==> config.mk <==
export PLATFORM = sky130hd
export DESIGN_NAME = apx_err_accum
export DESIGN_NICKNAME = d
export VERILOG_FILES = /design/src/rtl/apx_err_accum.sv
export SDC_FILE = /design/constraint.sdc
export NUM_CORES = 1
export LEC_CHECK = 0
export BUFFER_PORTS_ARGS = -buffer_cell sky130_fd_sc_hd__buf_2
export CORE_MARGIN = 2
export CORE_UTILIZATION = 40
export DETAILED_ROUTE_END_ITERATION = 8
export SYNTH_ARGS = -nofsm -noshare
export SYNTH_HDL_FRONTEND = slang
export SYNTH_SLANG_ARGS = --single-unit
==> constraint.sdc <==
create_clock -name clk -period 6 [get_ports clk]
set_input_delay 0.9 -clock clk [delete_from_list [all_inputs] [get_ports clk]]
set_output_delay 0.9 -clock clk [all_outputs]
set_load 0.02 [all_outputs]
==> src/rtl/apx_err_accum.sv <==
// rtl/apx_err_accum.sv - windowed error statistics between accurate and approximate products
//
// Optional build macro: APX_ERR_SQ_EN adds the sum_sq_err output (sum of squared errors).
//
// One window = WINDOW accepted (acc_c, apx_c) pairs. Results update live while
// accumulating and are frozen under out_valid until the consumer takes them.
// Results then stay readable in IDLE until the next start clears them.
module apx_err_accum #(
   parameter int WIDTH  = 32,
   parameter int WINDOW = 500,
   parameter int CNT_W  = 16,
   parameter int SUM_W  = 48
) (
   input  logic                     clk,
   input  logic                     rst,
   input  logic                     start,
   input  logic                     in_valid,
   output logic                     in_ready,
   input  logic [WIDTH-1:0]         acc_c,
   input  logic [WIDTH-1:0]         apx_c,
   output logic                     out_valid,
   input  logic                     out_ready,
   output logic [SUM_W-1:0]         sum_abs_err,
   output logic [WIDTH-1:0]         max_abs_err,
   output logic [CNT_W-1:0]         mismatch_cnt,
`ifdef APX_ERR_SQ_EN
   output logic [2*WIDTH+CNT_W-1:0] sum_sq_err,
`endif
   output logic                     busy
);

   typedef enum logic [1:0] {
      S_IDLE   = 2'd0,
      S_ACCUM  = 2'd1,
      S_REPORT = 2'd2
   } state_t;

   state_t            r_state;
   logic              r_in_ready;
   logic              r_out_valid;
   logic              r_busy;
   logic [CNT_W-1:0]  r_cnt;
   logic [SUM_W-1:0]  r_sum;
   logic [WIDTH-1:0]  r_max;
   logic [CNT_W-1:0]  r_mis;

   logic [WIDTH-1:0]  w_d;
   logic [SUM_W:0]    w_sum_ext;
   logic [SUM_W-1:0]  w_sum_next;
   logic [WIDTH-1:0]  w_max_next;
   logic [CNT_W-1:0]  w_mis_next;
   logic [CNT_W-1:0]  w_cnt_next;
   logic              w_last;

`ifdef APX_ERR_SQ_EN
   localparam int SQ_W = 2*WIDTH + CNT_W;
   logic [SQ_W-1:0]     r_sq;
   logic [2*WIDTH-1:0]  w_d_ext;
   logic [2*WIDTH-1:0]  w_sq_term;
   logic [SQ_W-1:0]     w_sq_next;
`endif

   // Per-sample datapath: absolute difference and the next value of every statistic.
   always_comb begin
      w_d        = (acc_c >= apx_c) ? (acc_c - apx_c) : (apx_c - acc_c);
      // One spare carry bit detects overflow; the accumulator then pins at all-ones.
      w_sum_ext  = {1'b0, r_sum} + {{(SUM_W+1-WIDTH){1'b0}}, w_d};
      w_sum_next = w_sum_ext[SUM_W] ? {SUM_W{1'b1}} : w_sum_ext[SUM_W-1:0];
      w_max_next = (w_d > r_max) ? w_d : r_max;
      w_mis_next = r_mis + {{(CNT_W-1){1'b0}}, (w_d != '0)};
      w_cnt_next = r_cnt + {{(CNT_W-1){1'b0}}, 1'b1};
      // The pair being accepted now is the one that completes the window.
      w_last     = (r_cnt == CNT_W'(WINDOW - 1));
`ifdef APX_ERR_SQ_EN
      // Widen before multiplying so the square keeps all 2*WIDTH bits.
      w_d_ext    = {{WIDTH{1'b0}}, w_d};
      w_sq_term  = w_d_ext * w_d_ext;
      w_sq_next  = r_sq + {{CNT_W{1'b0}}, w_sq_term};
`endif
   end

   // Control FSM with registered handshake/status outputs and the result registers.
   always_ff @(posedge clk) begin
      if (rst) begin
         r_state     <= S_IDLE;
         r_in_ready  <= 1'b0;
         r_out_valid <= 1'b0;
         r_busy      <= 1'b0;
         r_cnt       <= '0;
         r_sum       <= '0;
         r_max       <= '0;
         r_mis       <= '0;
`ifdef APX_ERR_SQ_EN
         r_sq        <= '0;
`endif
      end else begin
         case (r_state)
            S_IDLE: begin
               if (start) begin
                  r_state    <= S_ACCUM;
                  r_in_ready <= 1'b1;
                  r_busy     <= 1'b1;
                  r_cnt      <= '0;
                  r_sum      <= '0;
                  r_max      <= '0;
                  r_mis      <= '0;
`ifdef APX_ERR_SQ_EN
                  r_sq       <= '0;
`endif
               end
            end
            S_ACCUM: begin
               // in_ready is high throughout ACCUM, so in_valid alone means accepted.
               if (in_valid) begin
                  r_cnt <= w_cnt_next;
                  r_sum <= w_sum_next;
                  r_max <= w_max_next;
                  r_mis <= w_mis_next;
`ifdef APX_ERR_SQ_EN
                  r_sq  <= w_sq_next;
`endif
                  if (w_last) begin
                     r_state     <= S_REPORT;
                     r_in_ready  <= 1'b0;
                     r_out_valid <= 1'b1;
                  end
               end
            end
            S_REPORT: begin
               // start during the handshake is deliberately ignored; it must come in IDLE.
               if (out_ready) begin
                  r_state     <= S_IDLE;
                  r_out_valid <= 1'b0;
                  r_busy      <= 1'b0;
               end
            end
            default: begin
               r_state     <= S_IDLE;
               r_in_ready  <= 1'b0;
               r_out_valid <= 1'b0;
               r_busy      <= 1'b0;
            end
         endcase
      end
   end

   assign in_ready     = r_in_ready;
   assign out_valid    = r_out_valid;
   assign busy         = r_busy;
   assign sum_abs_err  = r_sum;
   assign max_abs_err  = r_max;
   assign mismatch_cnt = r_mis;
`ifdef APX_ERR_SQ_EN
   assign sum_sq_err   = r_sq;
`endif

endmodule

# After elaboration in Yosys (flattened, before gate mapping)
# Cells that the tools add are included.
[totals]
ff_bits = 117
out_inout_bits = 99
elab_cells = 63
[classes]
addsub = 5
order_cmp = 2
n_eq_ne = 8
muxes = 28
bitwise_logic = 3
reduce_logical = 9
[op_table]
columns = ["cell", "n"]
rows = [
  ["48-bit 2-to-1 mux", 3],
  ["32-bit 2-to-1 mux", 4],
  ["48-bit one-hot mux with 2 select lines", 1],
  ["16-bit one-hot mux with 2 select lines", 2],
  ["32-bit one-hot mux with 2 select lines", 1],
  ["32-bit subtractor", 2],
  ["48-bit by 32-bit adder with 49-bit output", 1],
  ["16-bit 2-to-1 mux", 3],
  ["32-bit >= comparator", 1],
  ["32-bit > comparator", 1],
  ["32-bit nonzero test", 1],
  ["16-bit by 1-bit adder with 16-bit output", 1],
  ["16-bit by 1-bit adder with 16-bit output, second input constant", 1],
  ["16-bit by 9-bit == test with 1-bit output, second input constant", 1],
  ["4-bit AND reduction", 4],
  ["2-bit inequality test, second input constant", 5],
  ["1-bit one-hot mux with 3 select lines", 3],
  ["2-bit 2-to-1 mux", 4],
  ["1-bit 2-to-1 mux", 6],
  ["2-bit one-hot mux with 3 select lines", 1],
  ["3-bit AND reduction", 2],
  ["1-bit NOT", 3],
  ["2-bit by 1-bit == test with 1-bit output, second input constant", 1],
  ["2-bit == test, second input constant", 1],
  ["other kinds (2)", 2],
]

# Logic depth before layout (Yosys ltp)
# Gate-level depths: netlist (run 1).
[depth]
ltp_word = 6
ltp_mapped = 29
depth_no_buf = 25

# Worst setup path after synthesis (run 1)
# Ideal clock, no wire load.
[synth_timing]
path_kind = "in2reg"
from = "input acc_c[0]"
to = "register r_sum[45] (netlist: sum_abs_err[45])"
setup_time_ns = 0.134
arrival_time_ns = 5.870
path_slack_ns = -0.004
stages = 27
n_path_buf = 3
cell_sequence = "inv_1 ha_1 inv_1 fa_1 a211oi_2 o21bai_2 o21ai_4 o31ai_4 o21a_1 buf_6 nor2_2 buf_2 mux2i_1 inv_1 ha_1 a21o_1 a21o_1 a211oi_1 o31ai_1 a221oi_2 o31a_1 nor2_1 a221oi_2 nor2b_1 buf_2 a41oi_1 a211oi_1"
[synth_via]
elab_chain_len = 6
word_cells_on_any_way = 8
[synth_rtl]
columns = ["item", "line", "rtl"]
rows = [
  ["from (decl)", "19", "input logic [WIDTH-1:0] acc_c,"],
  ["32-bit subtractor / 32-bit >= comparator (equally long branches)", "65", "w_d = (acc_c >= apx_c) ? (acc_c - apx_c) : (apx_c - acc_c);"],
  ["32-bit 2-to-1 mux (*)", "65", ""],
  ["48-bit by 32-bit adder with 49-bit output (*)", "67", "w_sum_ext = {1'b0, r_sum} + {{(SUM_W+1-WIDTH){1'b0}}, w_d};"],
  ["48-bit 2-to-1 mux (*)", "68", "w_sum_next = w_sum_ext[SUM_W] ? {SUM_W{1'b1}} : w_sum_ext[SUM_W-1:0];"],
  ["48-bit 2-to-1 mux (*)", "114", "if (in_valid) begin"],
  ["48-bit one-hot mux with 2 select lines (*)", "97", "case (r_state)"],
  ["to (signal assigned)", "116", "r_sum <= w_sum_next;"],
  ["to (decl)", "43", "logic [SUM_W-1:0] r_sum;"],
]
# Mark *: on every way between the ends. The rest lies on a longest branch, timed or not. The select of a mux whose other input is x is not followed.
# A chain may end at the register's enable or synchronous reset.

# Final worst setup path (run 1)
[layout_timing]
from = "input acc_c[0]"
to = "register r_sum[18] (netlist: sum_abs_err[18])"
# Same word-level chain as after synthesis.

==> metrics.txt, run 1 <==
CTS tree=built; clock skew=a little under 10 ps; Worst setup EP type=register; Area Overhead vs Synth=27.2%; post-placement setup slack=-213 ps; CTS buffer count=17; sequential fraction of the synthesis area=21.0%; Die ar.=~29000 um^2; Max-slew headroom=36.1%; Non-Filler Instances=around 2200; Routed WL=34200 um; first-pass GRT wire length=between 50000 and 60000 um; n_diodes=0; maximum VDD drop=0.162 mV; Syn Nets=~1700; power per cell area=approximately 250 nW/um^2; vias in the first global route=~11000; unrepaired setup endpoints after global routing=yes; Final Worst Setup Slack=354 ps; H-Tree Depth=4; area of the core=27600 um^2; ys flop type=dfxtp_1; drc violations=0; Slowest-stage cell, CP=fa_1; Hold Slack=~460 ps; Critical Path Start Type=input port; Synth async-reset ratio=0%; # hold bufs at CTS=0; Hold Crit Class=reg -> reg; Initial DRC Count=698; Synth top area share=between 20% and 30%; DR pass1 iterations=5; number of nets in the layout=2000; leakage=between 6 and 7 nW; Die Y=about 170 um; CP Data Required Time=between 6000 and 7000 ps; YS warnings=0; Num Clock Sinks=117; DR vias/cell=5.37; grt total ovfl=0; DR vias=roughly 12000; # fillers=2744; initial antenna violation count=0; Final Max Slew Viols=0; share of post-route cells with drive strength above 1=23.4%; WS Path Type=in -> reg; cell family with most CP delay=compound AO/OA/AOI/OAI gates; IO Port Bufs=167; Worst Path Max Fanout=23; top post-synthesis cells by count=a21oi_1, nand2_1, ha_1, inv_1, nor2_1; multi-input logic area=slightly above 8000 um^2; crit share post-route=94.1%; Cells after Synth=1505; crit path time final=5650 ps; Clock Path Buffers=2; Final ANT Viol Nets=0; DP Cell Count=2152; largest net degree at the start of global routing=66; All-Layer GR Usage=23.2%; WL/cell=~16 um; library cells used by synthesis=77; Post-Syn Area=~11000 um^2; WP buf/inv=5; routability cong.=0.985; Final Hold Viols=0; Max Cap Viol=0; Post-synth EDFFs=0; Critical Path AT=5920 ps; most frequent cell after synthesis=a21oi_1; clk_lat worst skew=430 ps; Critical R2R Launch=sum_abs_err[0]; Tightest Pin Transition=959 ps; final setup fails=0; DP HPWL=around 28000 um; Max Clock Freq=0.177 GHz; status=complete, no violations; Starting Density=just over 40%; die width=171 um; area leader, netlist=dfxtp_1; Min-Delay Startpoint=sum_abs_err[30]; CP startpoint=acc_c[0]; register area=2340 um^2; Avg Inst Size Synth=7.42 um^2; most used cell, CP=nand2_1; Reg clk slew, reported paths=60 ps; synth top area cells=dfxtp_1, ha_1, a21oi_1, nand2_1, inv_1; Core Rows=61; IO Pins=168; Largest stage delay, worst path=around 390 ps; #FFs+latches synth=117; root buffer cell=clkbuf_16
[state kept, by name, indices dropped and copies added, names as in the netlist]
| register | cells |
|---|---|
| sum_abs_err | 48 |
| max_abs_err | 32 |
| mismatch_cnt | 16 |
| r_cnt | 16 |
| r_state | 2 |
| busy | 1 |
| in_ready | 1 |
| out_valid | 1 |
[cells in the final DEF, fill, tap and decap left out, types with 48 or more instances in the layout]
cell and n:
a21o_1 64, a21oi_1 153, buf_2 167, buf_4 172, dfxtp_1 117, ha_1 133, inv_1 133, nand2_1 147
nor2_1 117, o21ai_0 99, xnor2_1 48
[stage by stage]
| step | util, % | cell area (um^2) | power [mW] | TNS (ps) |
|---|---|---|---|---|
| after CTS | 51.1 | 14100 | 3.57 | 0 |
| after detailed placement | 48.9 | 13500 | 2.51 | -9110 |
| final | 51.4 | 14200 | 3.58 | 0 |
| after global placement | 48.9 | 13500 | 2.49 | -2190 |
| after global routing | 51.4 | 14200 | 3.82 | -9.82 |
| after floorplan | - | 11200 | 1.90 | 0 |
[cell type report]
| class | count | share of cell area (%) |
|---|---|---|
| clock buffers | 19 | 3.05 |
| clock inverters | 13 | 1.22 |
| repair buffers | 344 | 15.6 |
| well taps | 378 | 3.33 |
| flip-flops and latches | 117 | 16.5 |
| multi-input cells | 1182 | 56.8 |
| inverters | 133 | 3.51 |
[logic make-up after synthesis]
family | Yosys count | share of synthesized area (%)
flip-flops | 117 | 21.0
buffers and inverters | 206 | 7.50
AO/OA/AOI/OAI | 485 | 28.3
adder cells (fa/ha/maj) | 136 | 15.4
AND/OR/NAND/NOR | 467 | 20.2
multiplexers | 15 | 1.39
XOR/XNOR | 79 | 6.19
[worst paths after layout]
path | to | slack [ps] | depth (start not counted)
worst max register to register | sum_abs_err[20] | 2700 | 15
worst min register to register | sum_abs_err[30] | 460 | 2
worst max-delay path | sum_abs_err[18] | 350 | 28
worst min-delay path | sum_abs_err[30] | 460 | 2
[per-layer routing]
layer | vias up | share of wire (%) | track usage [%]
met5 | - | 0 | 0
met1 | 5480 | 46 | 29.6
met2 | 283 | 47 | 40.4
met3 | 60 | 3.9 | 2.75
li1 | 5907 | - | -
met4 | 0 | 2.6 | 7.41
[report_power, final]
group / internal, mW / switching [mW] / total, mW
Combinational: 0.753 / 0.919 / 1.67
Clock: 0.659 / 0.396 / 1.05
Sequential: 0.814 / 0.0396 / 0.853
Total: 2.23 / 1.36 / 3.58
[tightest hold or removal path, stage by stage, from the launching register on]
cell and delay, ps:
dfxtp_1 320, nand2_1 60, nand2_1 40
[repair_timing]
| action | 4_1_cts | 5_1_grt |
|---|---|---|
| gates resized for setup | 0 | 19 |
| buffers inserted | 0 | 2 |
| setup endpoints to repair | 0 | 67 |
(Power assumes the default switching activity.)
==> run 2: changes to the inputs <==
==> constraint.sdc (replaced) <==
create_clock -name clk -period 6 [get_ports clk]
set_input_delay 1.2 -clock clk [delete_from_list [all_inputs] [get_ports clk]]
set_output_delay 1.2 -clock clk [all_outputs]
set_load 0.02 [all_outputs]
==> run 2 against run 1 <==
Net effect: die area unchanged; hold slack worse by 5.4 ps; sequential cell count unchanged; cell count up 6.0%; fmax down 2.7%; clock skew up 4.0 ps; sequential power about the same; global-route usage up 0.69 points; power up 4.3%; critical path depth down 2; first-iteration DRC count up 6.0%; register-to-register slack better by 90 ps; largest cell class unchanged; highest routed layer unchanged.
==> metrics.txt, run 2 (same netlist as run 1, synthesis figures left out) <==
number of nets in the layout=2132 (was 2000); GR Util met1=30.4% (was 29.6%); Core Rows=61 (unchanged); Clock Path Buffers=2 (unchanged); Final Max Slew Viols=0 (unchanged); unrepaired setup endpoints after global routing=yes (unchanged); Slowest-stage cell, CP=a221oi_4 (was fa_1); WS Path Type=in -> reg (unchanged); Die Y=171 um (unchanged); Hold EP=sum_abs_err[30] (unchanged); IO Port Bufs=167 (unchanged); die width=171 um (unchanged); maximum VDD drop=0.184 mV (was 0.162 mV); Initial DRC Count=740 (was 698); DR vias=12100 (was 11700); final setup fails=0 (unchanged); leakage=7.44 nW (was 6.77 nW); Reg clk slew, reported paths=60 ps (about the same); n_diodes=0 (unchanged); dpl cell area=14500 um^2 (was 13500 um^2); All-Layer GR Usage=23.9% (was 23.2%); first-pass GRT wire length=56600 um (was 55100 um); grt total ovfl=0 (unchanged); CTS tree=built (unchanged); Routed WL=35400 um (was 34200 um); clk_lat worst skew=430 ps (about the same); Worst Path Max Fanout=7 (was 23); largest net degree at the start of global routing=39 (was 66); sequential share of power=22.9% (was 23.8%); IO Pins=168 (unchanged); R2R Setup Slk=2790 ps (was 2700 ps); Reg-to-Reg End=sum_abs_err[46] (was sum_abs_err[20]); Tightest Pin Transition=976 ps (was 959 ps); crit path time final=5800 ps (was 5650 ps); Critical Path AT=6100 ps (was 5920 ps); Reg2Reg Depth=15 (unchanged); Largest register FFs=48 (unchanged); vias in the first global route=11800 (was 11300); Critical Path Start Type=input port (unchanged); Combinational Power Share=51.0% (was 46.7%); WL/cell=15.3 um (was 15.6 um); Util after Layout=55.6% (was 51.4%); Final ANT Viol Nets=0 (unchanged); most used cell, CP=buf_4 (was nand2_1); Area Overhead vs Synth=37.6% (was 27.2%); share of post-route cells with drive strength above 1=30.1% (was 23.4%); Clk network pwr share=26.1% (was 29.5%); crit share post-route=96.7% (was 94.1%); DR vias/cell=5.23 (was 5.37); Worst setup EP type=register (unchanged); Max-slew headroom=35.0% (was 36.1%); Final Hold Viols=0 (unchanged); root buffer cell=clkbuf_16 (unchanged); post-placement setup slack=-496 ps (was -213 ps); M3 GR Usage=2.82% (was 2.75%); PnR Total Power=3.74 mW (was 3.58 mW); P_int=2.31 mW (was 2.23 mW); Die ar.=29300 um^2 (unchanged); Max Clock Freq=0.172 GHz (was 0.177 GHz); DP HPWL=28400 um (was 27700 um); status=complete, no violations (unchanged); final instance area=15400 um^2 (was 14200 um^2); H-Tree Depth=4 (unchanged); power per cell area=243 nW/um^2 (was 252 nW/um^2); commonest non-fill, non-tap cell in the layout=buf_4 (unchanged); # hold bufs at CTS=0 (unchanged); area of the core=27600 um^2 (unchanged); drc violations=0 (unchanged); most used routing layer=met2 (unchanged); Max Cap Viol=0 (unchanged); Critical R2R Launch=sum_abs_err[0] (unchanged); P_sw=1.43 mW (was 1.36 mW); sw frac=38.3% (was 37.9%); Starting Density=40.4% (unchanged); Largest stage delay, worst path=340 ps (was 390 ps); routability cong.=0.975 (was 0.985); most frequent cells in the layout=buf_4, buf_2, a21oi_1 (unchanged); CP Data Required Time=6300 ps (was 6270 ps); Min-Delay Startpoint=sum_abs_err[30] (unchanged); met2 GRT Util=42.0% (was 40.4%); initial antenna violation count=0 (unchanged); CTS buffer count=17 (unchanged); Num Clock Sinks=117 (unchanged); DR pass1 iterations=6 (was 5); # fillers=2738 (was 2744); clock skew=13.9 ps (was 9.86 ps); Hold Crit Class=reg -> reg (unchanged); hold depth=2 (unchanged); Final Worst Setup Slack=199 ps (was 354 ps)
[run 2: cell count changes in the layout (fill, tap and decap cells not counted), moves of 3 or more]
cell        before  now
buf_4          172  305
clkinvlp_4       1    5
a221oi_4         0    3
ha_1           133  130
nand2_1        147  144
nand2_2          0    3
nor4_4           0    3
[run 2: worst max path at each step]
stage / from / to
detailed placement: acc_c[0] / sum_abs_err[45]
global placement: acc_c[0] / sum_abs_err[45]
global route: acc_c[0] / sum_abs_err[33]
floorplan: acc_c[0] / sum_abs_err[45]
finish: acc_c[26] / sum_abs_err[37]
CTS: acc_c[0] / sum_abs_err[33]
[run 2: layer usage]
metal	part of all wire (%)	wire length, um
met1	46	16200
met2	48	17000
met3	3.9	1380
met4	2.2	769
met5	0	0
[run 2: what timing repair did]
item	CTS	global route
resized for setup	2	37
setup buffers	0	9
endpoints found under the setup margin	9	89
pin swaps	1	29
[run 2: through the flow]
step	hold slack, ps	setup TNS, ps	instances
2_1_floorplan	454	0	1505
3_5_place_dp	450	-26960	2277
5_1_grt	494	-217	2318
4_1_cts	458	0	2309
6_report	456	0	2318
3_3_place_gp	448	-16790	2277
[run 2: area by class of cell]
type	count	area, um^2	area share, %
multi-input cells	1182	8290	54.0
repair buffers	476	3200	20.8
flip-flops and latches	117	2340	15.2
inverters	133	502	3.26
well taps	378	473	3.08
clock buffers	18	429	2.79
clock inverters	14	130	0.846
[run 2: power groups by stage]
stage                     Clock, mW  Sequential [mW]  Combinational [mW]
final                         0.975            0.854                1.91
after global routing           1.03            0.858                2.10
after detailed placement          0            0.870                1.84
after floorplan                   0            0.898                1.03
after CTS                     0.995            0.854                1.85
after global placement            0            0.870                1.81
[run 2: worst max-delay path, delay by kind of cell]
kind,cells,cell delay (ps)
XOR/XNOR,1,320
AO/OA/AOI/OAI,13,2590
adder cells (fa/ha/maj),2,630
buffers and inverters,6,850
AND/OR/NAND/NOR,4,520
